==> src/rtl/aes_bram_pkg.sv <==
// Shared definitions for the AES BRAM port: state encoding, write-enable and
// error-data constants, and the legal read-latency range.
package aes_bram_pkg;

   typedef enum logic [1:0] {
      IDLE    = 2'd0,
      RD_WAIT = 2'd1,
      DONE    = 2'd2,
      RELEASE = 2'd3
   } state_t;

   localparam logic [3:0]  WE_ALL      = 4'hF;
   localparam logic [31:0] RD_ERR_DATA = 32'h0;

   localparam int RD_LAT_MIN = 1;
   localparam int RD_LAT_MAX = 4;

   // Out-of-range latencies are pulled to the nearest legal value.
   function automatic int clamp_latency(input int lat);
      if (lat < RD_LAT_MIN) return RD_LAT_MIN;
      if (lat > RD_LAT_MAX) return RD_LAT_MAX;
      return lat;
   endfunction

endpackage

==> src/rtl/aes_lat_pipe.sv <==
// Valid shift register that marks the cycle in which an issued BRAM read is
// DEPTH cycles old.
module aes_lat_pipe #(
   parameter int DEPTH = 2
) (
   input  logic aes_clk,
   input  logic aes_rst_n,
   input  logic vld_in,
   output logic vld_out
);

   logic [DEPTH-1:0] vld_p;

   always_ff @(posedge aes_clk or negedge aes_rst_n) begin
      if (!aes_rst_n) begin
         vld_p <= '0;
      end else begin
         vld_p[0] <= vld_in;
         for (int i = 1; i < DEPTH; i++) begin
            vld_p[i] <= vld_p[i-1];
         end
      end
   end

   assign vld_out = vld_p[DEPTH-1];

endmodule

==> src/rtl/aes_bram_port.sv <==
// Converts the AES sequencer's level-held read/write requests into single-cycle
// native BRAM accesses, with address policing and a completed-transfer counter.
module aes_bram_port
   import aes_bram_pkg::*;
#(
   parameter int          ADDR_W       = 12,
   parameter logic [31:0] BASE_ADDR    = 32'h0000_0000,
   parameter int          READ_LATENCY = 2
) (
   input  logic              aes_clk,
   input  logic              aes_rst_n,
   input  logic              req_read,
   input  logic              req_write,
   input  logic [31:0]       req_addr,
   input  logic [31:0]       req_wdata,
   output logic [31:0]       rd_data,
   output logic              complete,
   output logic              busy,
   output logic              bram_en,
   output logic [3:0]        bram_we,
   output logic [ADDR_W-1:0] bram_addr,
   output logic [31:0]       bram_din,
   input  logic [31:0]       bram_dout,
   output logic              err_addr,
   output logic              err_conflict,
   input  logic              err_clear,
   output logic [31:0]       xfer_count
);

   localparam int LAT = clamp_latency(READ_LATENCY);

   state_t      state;
   state_t      state_nxt;
   logic [31:0] offset;
   logic        addr_ok;
   logic        req_any;
   logic        idle;
   logic        accept;
   logic        issue_rd;
   logic        issue_wr;
   logic        lat_done;
   logic        acc_read;
   logic        acc_bad;

   // Word index must fit the BRAM depth; anything above it is out of range.
   assign offset   = req_addr - BASE_ADDR;
   assign addr_ok  = (offset[1:0] == 2'b00) && (offset[31:ADDR_W+2] == '0);
   assign req_any  = req_read | req_write;
   assign idle     = (state == IDLE);
   assign accept   = idle & req_any;
   assign issue_wr = accept & req_write & addr_ok;
   assign issue_rd = accept & ~req_write & addr_ok;
   assign busy     = ~idle;

   aes_lat_pipe #(
      .DEPTH (LAT)
   ) u_lat_pipe (
      .aes_clk   (aes_clk),
      .aes_rst_n (aes_rst_n),
      .vld_in    (issue_rd),
      .vld_out   (lat_done)
   );

   always_ff @(posedge aes_clk or negedge aes_rst_n) begin
      if (!aes_rst_n) state <= IDLE;
      else            state <= state_nxt;
   end

   always_comb begin
      state_nxt = state;
      case (state)
         IDLE:    if (req_any)  state_nxt = issue_rd ? RD_WAIT : DONE;
         RD_WAIT: if (lat_done) state_nxt = DONE;
         DONE:                  state_nxt = RELEASE;
         RELEASE: if (!req_any) state_nxt = IDLE;
         default:               state_nxt = IDLE;
      endcase
   end

   always_ff @(posedge aes_clk or negedge aes_rst_n) begin
      if (!aes_rst_n) begin
         bram_en      <= 1'b0;
         bram_we      <= 4'h0;
         bram_addr    <= '0;
         bram_din     <= '0;
         acc_read     <= 1'b0;
         acc_bad      <= 1'b0;
         complete     <= 1'b0;
         rd_data      <= '0;
         xfer_count   <= '0;
         err_addr     <= 1'b0;
         err_conflict <= 1'b0;
      end else begin
         bram_en <= issue_rd | issue_wr;
         bram_we <= issue_wr ? WE_ALL : 4'h0;

         if (accept) begin
            acc_read <= ~req_write;
            acc_bad  <= ~addr_ok;
            if (addr_ok)   bram_addr <= offset[ADDR_W+1:2];
            if (req_write) bram_din  <= req_wdata;
         end

         // BRAM data is valid throughout DONE, so it is latched on the way out
         complete <= (state == DONE);
         if (state == DONE) begin
            xfer_count <= xfer_count + 32'd1;
            if (acc_read) rd_data <= acc_bad ? RD_ERR_DATA : bram_dout;
         end

         if (err_clear)                     err_addr <= 1'b0;
         else if (accept & ~addr_ok)        err_addr <= 1'b1;

         if (err_clear)                     err_conflict <= 1'b0;
         else if (accept & req_read & req_write) err_conflict <= 1'b1;
      end
   end

endmodule

==> config.mk <==
export PLATFORM = sky130hd
export DESIGN_NAME = aes_bram_port
export DESIGN_NICKNAME = d
export VERILOG_FILES = /design/src/rtl/aes_bram_pkg.sv /design/src/rtl/aes_lat_pipe.sv /design/src/rtl/aes_bram_port.sv
export SDC_FILE = /design/constraint.sdc
export NUM_CORES = 1
export LEC_CHECK = 0
export CAP_MARGIN = 10
export CORE_MARGIN = 4
export CORE_UTILIZATION = 45
export DETAILED_ROUTE_END_ITERATION = 6
export PLACE_DENSITY = 0.88
export SLEW_MARGIN = 5
export SYNTH_ARGS = -nofsm -noshare
export SYNTH_HDL_FRONTEND = slang
export SYNTH_SLANG_ARGS = --single-unit
==> constraint.sdc <==
create_clock -name aes_clk -period 3.9 [get_ports aes_clk]
set_clock_uncertainty 0.15 [all_clocks]
set_input_delay 0.39 -clock aes_clk [delete_from_list [all_inputs] [get_ports aes_clk]]
set_output_delay 0.39 -clock aes_clk [all_outputs]
set_load 0.01 [all_outputs]
==> metrics.txt <==
Initial DRT Pass Iterations 4; H-tree levels 4; R2R setup slack 1.20 ns; Synth Register Bits 119; CP arrival 2.95 ns; first-pass GRT wire length 21510 µm; Synth async-reset ratio 100.0%; largest cells by area after synthesis dfrtp_1 61%, mux2_2 8.7%, nand2_1 5.9%; path type of the worst min-delay path reg -> reg; endpoints failing setup 0; I/O pin cnt 218; Pleak between 3 and 4 nW; slowest CP cell nor4_2; Post-Route WL 13180 µm; Comb power frac 27.9%; total CTS buffers 17; Max-slew headroom about 23%; worst skew pair latency just over 0.5 ns; Final Hold Fails 0; CP startpoint kind flop; switching power 1.267 mW; total congestion overflow 0; nature of the critical path endpoint flop; CTS resizes 0; nets around 730; routed vias 3877; port buffer count 217; # rows 37; Placeable Area 10460 µm²; CTS max path bufs 2; PwrDens 600.6 nW/µm²; worst-path cell chain inv_1 > ha_1 > nand3_1 > nor4_2 > nand4_1 > xnor2_1; mapped cell area a little under 5000 µm²; Synth Warn # 0; Starting Density 46.77%; top cell type's share of synthesized area slightly above 60%; internal power 3.435 mW; PnR worst setup slack between 1 and 1.5 ns; CTS tree done; vias per cell ~5.0; ys flop type dfrtp_1; commonest cells after routing, fill and taps aside 216 x clkdlybuf4s50_1, 119 x dfrtp_1, 77 x nand2_1; Num Clock Sinks around 120; number of routed nets with antenna violations 0; Switching Share 26.95%; Area Overhead vs Synth 59.96%; Clock Power Share 36.4%; commonest non-fill, non-tap cell in the layout clkdlybuf4s50_1; RSZ-0062 raised after global routing no; multi-input combinational cell area 1780 µm²; sequential share of power a little over a third; max-slew violations 0; Min Clock Period, post-route 2.704 ns; Die H around 110 µm; detailed-route wire length per cell approximately 17 µm; Slew @ Worst Pin 1.151 ns; Post-synth EDFFs 0; post-synth top area cell dfrtp_1; placed insts 740; clock transition at the registers of the reported paths about 0.060 ns; outcome finished, final reports clean; fin crit share 69.33%; setup TNS 0 ns; dpl ws approximately 1.0 ns; maxcap violations 0; Post-Syn Nets 512; total track usage a little over a fifth; Worst Setup Path Type reg -> reg; Gate Count Post-Synth a little over 400; Seq/Total Area, Yosys about three fifths; Die W about 110 µm; final-layout fill cell count just over 700; DR DRC count 0; number of global-route vias before repair 4083; Critical Path RT 4.15 ns; placer congestion estimate 0.8686; die area 12610 µm²; Critical Path Max Stage Delay ~0.9 ns; Avg Inst Size Synth 12.08 µm²; Hold WS between 0.15 and 0.2 ns; Worst path top cell family by delay simple AND/OR/NAND/NOR gates; FF/Latch Area ~3000 µm²; Fmax 369.8 MHz; root buffer selected by CTS clkbuf_8; total power draw 4.701 mW; Peak VDD IR 0.3353 mV; crit path buf inv count 1; drt initial violations 208; largest net degree at the start of global routing 65; Antenna diodes 0; initial antenna violation count 0; CP max FO 11; library cells used by synthesis 35; proportion of layout cells with a drive suffix above 1 13.50%; hpwl dp 9702 µm; final std cells w/o fill 773
-- sequential cells by signal, indices dropped and copies added (netlist names) --
| signal | flops |
|---|---|
| err_addr | 1 |
| acc_bad | 1 |
| bram_addr | 12 |
| bram_en | 1 |
| complete | 1 |
| bram_din | 32 |
| err_conflict | 1 |
| bram_we | 1 |
| u_lat_pipe.vld_p | 2 |
| xfer_count | 32 |
| state | 2 |
| acc_read | 1 |
| rd_data | 32 |
-- per-stage QoR --
step | utilization (%) | cell area [µm²]
6_report | 74.81 | 7828
5_1_grt | 74.81 | 7828
4_1_cts | 74.81 | 7828
3_5_place_dp | 68.39 | 7156
3_3_place_gp | 68.39 | 7156
2_1_floorplan | - | 4893
-- power by group through the flow --
stage                     clock network (mW)  logic, mW  registers, mW
after floorplan                            0      0.471           1.78
after global placement                     0       1.29           1.67
after detailed placement                   0       1.32           1.69
after CTS                               1.74       1.33           1.68
after global routing                    1.82       1.42           1.71
final                                   1.71       1.31           1.67
-- cells by family (layout without fill, tap and decap cells) --
| kind of cell | after synthesis | after routing | share of synthesized area [%] |
|---|---|---|---|
| AND/OR/NAND/NOR | 133 | 133 | 13.55 |
| flip-flops | 119 | 119 | 60.85 |
| multiplexers | 45 | 45 | 10.89 |
| AO/OA/AOI/OAI | 44 | 44 | 4.858 |
| XOR/XNOR | 31 | 31 | 5.548 |
| buffers and inverters | 27 | 259 | 2.761 |
| adder cells (fa/ha/maj) | 6 | 6 | 1.534 |
-- synthesized netlist by cell type, types with 3 or more instances --
master,instances
buf_4,4
xnor2_1,25
nor4_1,7
xor2_1,6
nand2_1,77
nor3_1,3
inv_1,6
ha_1,6
mux2_2,38
o21ai_0,36
mux2_4,7
buf_2,5
and2_1,3
nor2_1,4
nand4_1,13
dfrtp_1,119
and3_1,7
nand3_1,11
clkbuf_1,9
-- path summary, 6_finish.rpt --
path	start	end	cells past startpoint
worst max-delay path	state[0]$_DFFE_PN0P_	xfer_count[31]$_DFFE_PN0P_	6
worst min-delay path	u_lat_pipe.vld_p[0]$_DFF_PN0_	u_lat_pipe.vld_p[1]$_DFF_PN0_	0
worst max register to register	state[0]$_DFFE_PN0P_	xfer_count[31]$_DFFE_PN0P_	6
worst min register to register	u_lat_pipe.vld_p[0]$_DFF_PN0_	u_lat_pipe.vld_p[1]$_DFF_PN0_	0
max in group asynchronous	aes_rst_n	bram_din[13]$_DFFE_PN0P_	3
min in group asynchronous	aes_rst_n	rd_data[9]$_DFFE_PN0P_	2
-- area by class of cell --
type | count | share of cell area (%)
clock buffers | 21 | 5.994
flip-flops and latches | 119 | 38.04
inverters | 6 | 0.2877
repair buffers | 221 | 28.29
clock inverters | 11 | 2.462
well taps | 136 | 2.174
multi-input cells | 259 | 22.75
-- timing repair --
| item | in CTS | in global routing |
|---|---|---|
| hold buffers | 1 | 0 |
| endpoints found under the hold margin | 55 | 0 |
| buffers inserted | 0 | 0 |
-- routing by layer --
metal,GRT usage [%],share of wire (%),up-vias,wire [µm]
li1,-,-,1831,-
met1,25.56,39,1854,5185
met2,36.23,51,172,6667
met3,7.978,7.9,20,1044
met4,7.772,2.1,0,278
met5,0,0,-,0
No activity file was read; power rests on OpenSTA's default activity.
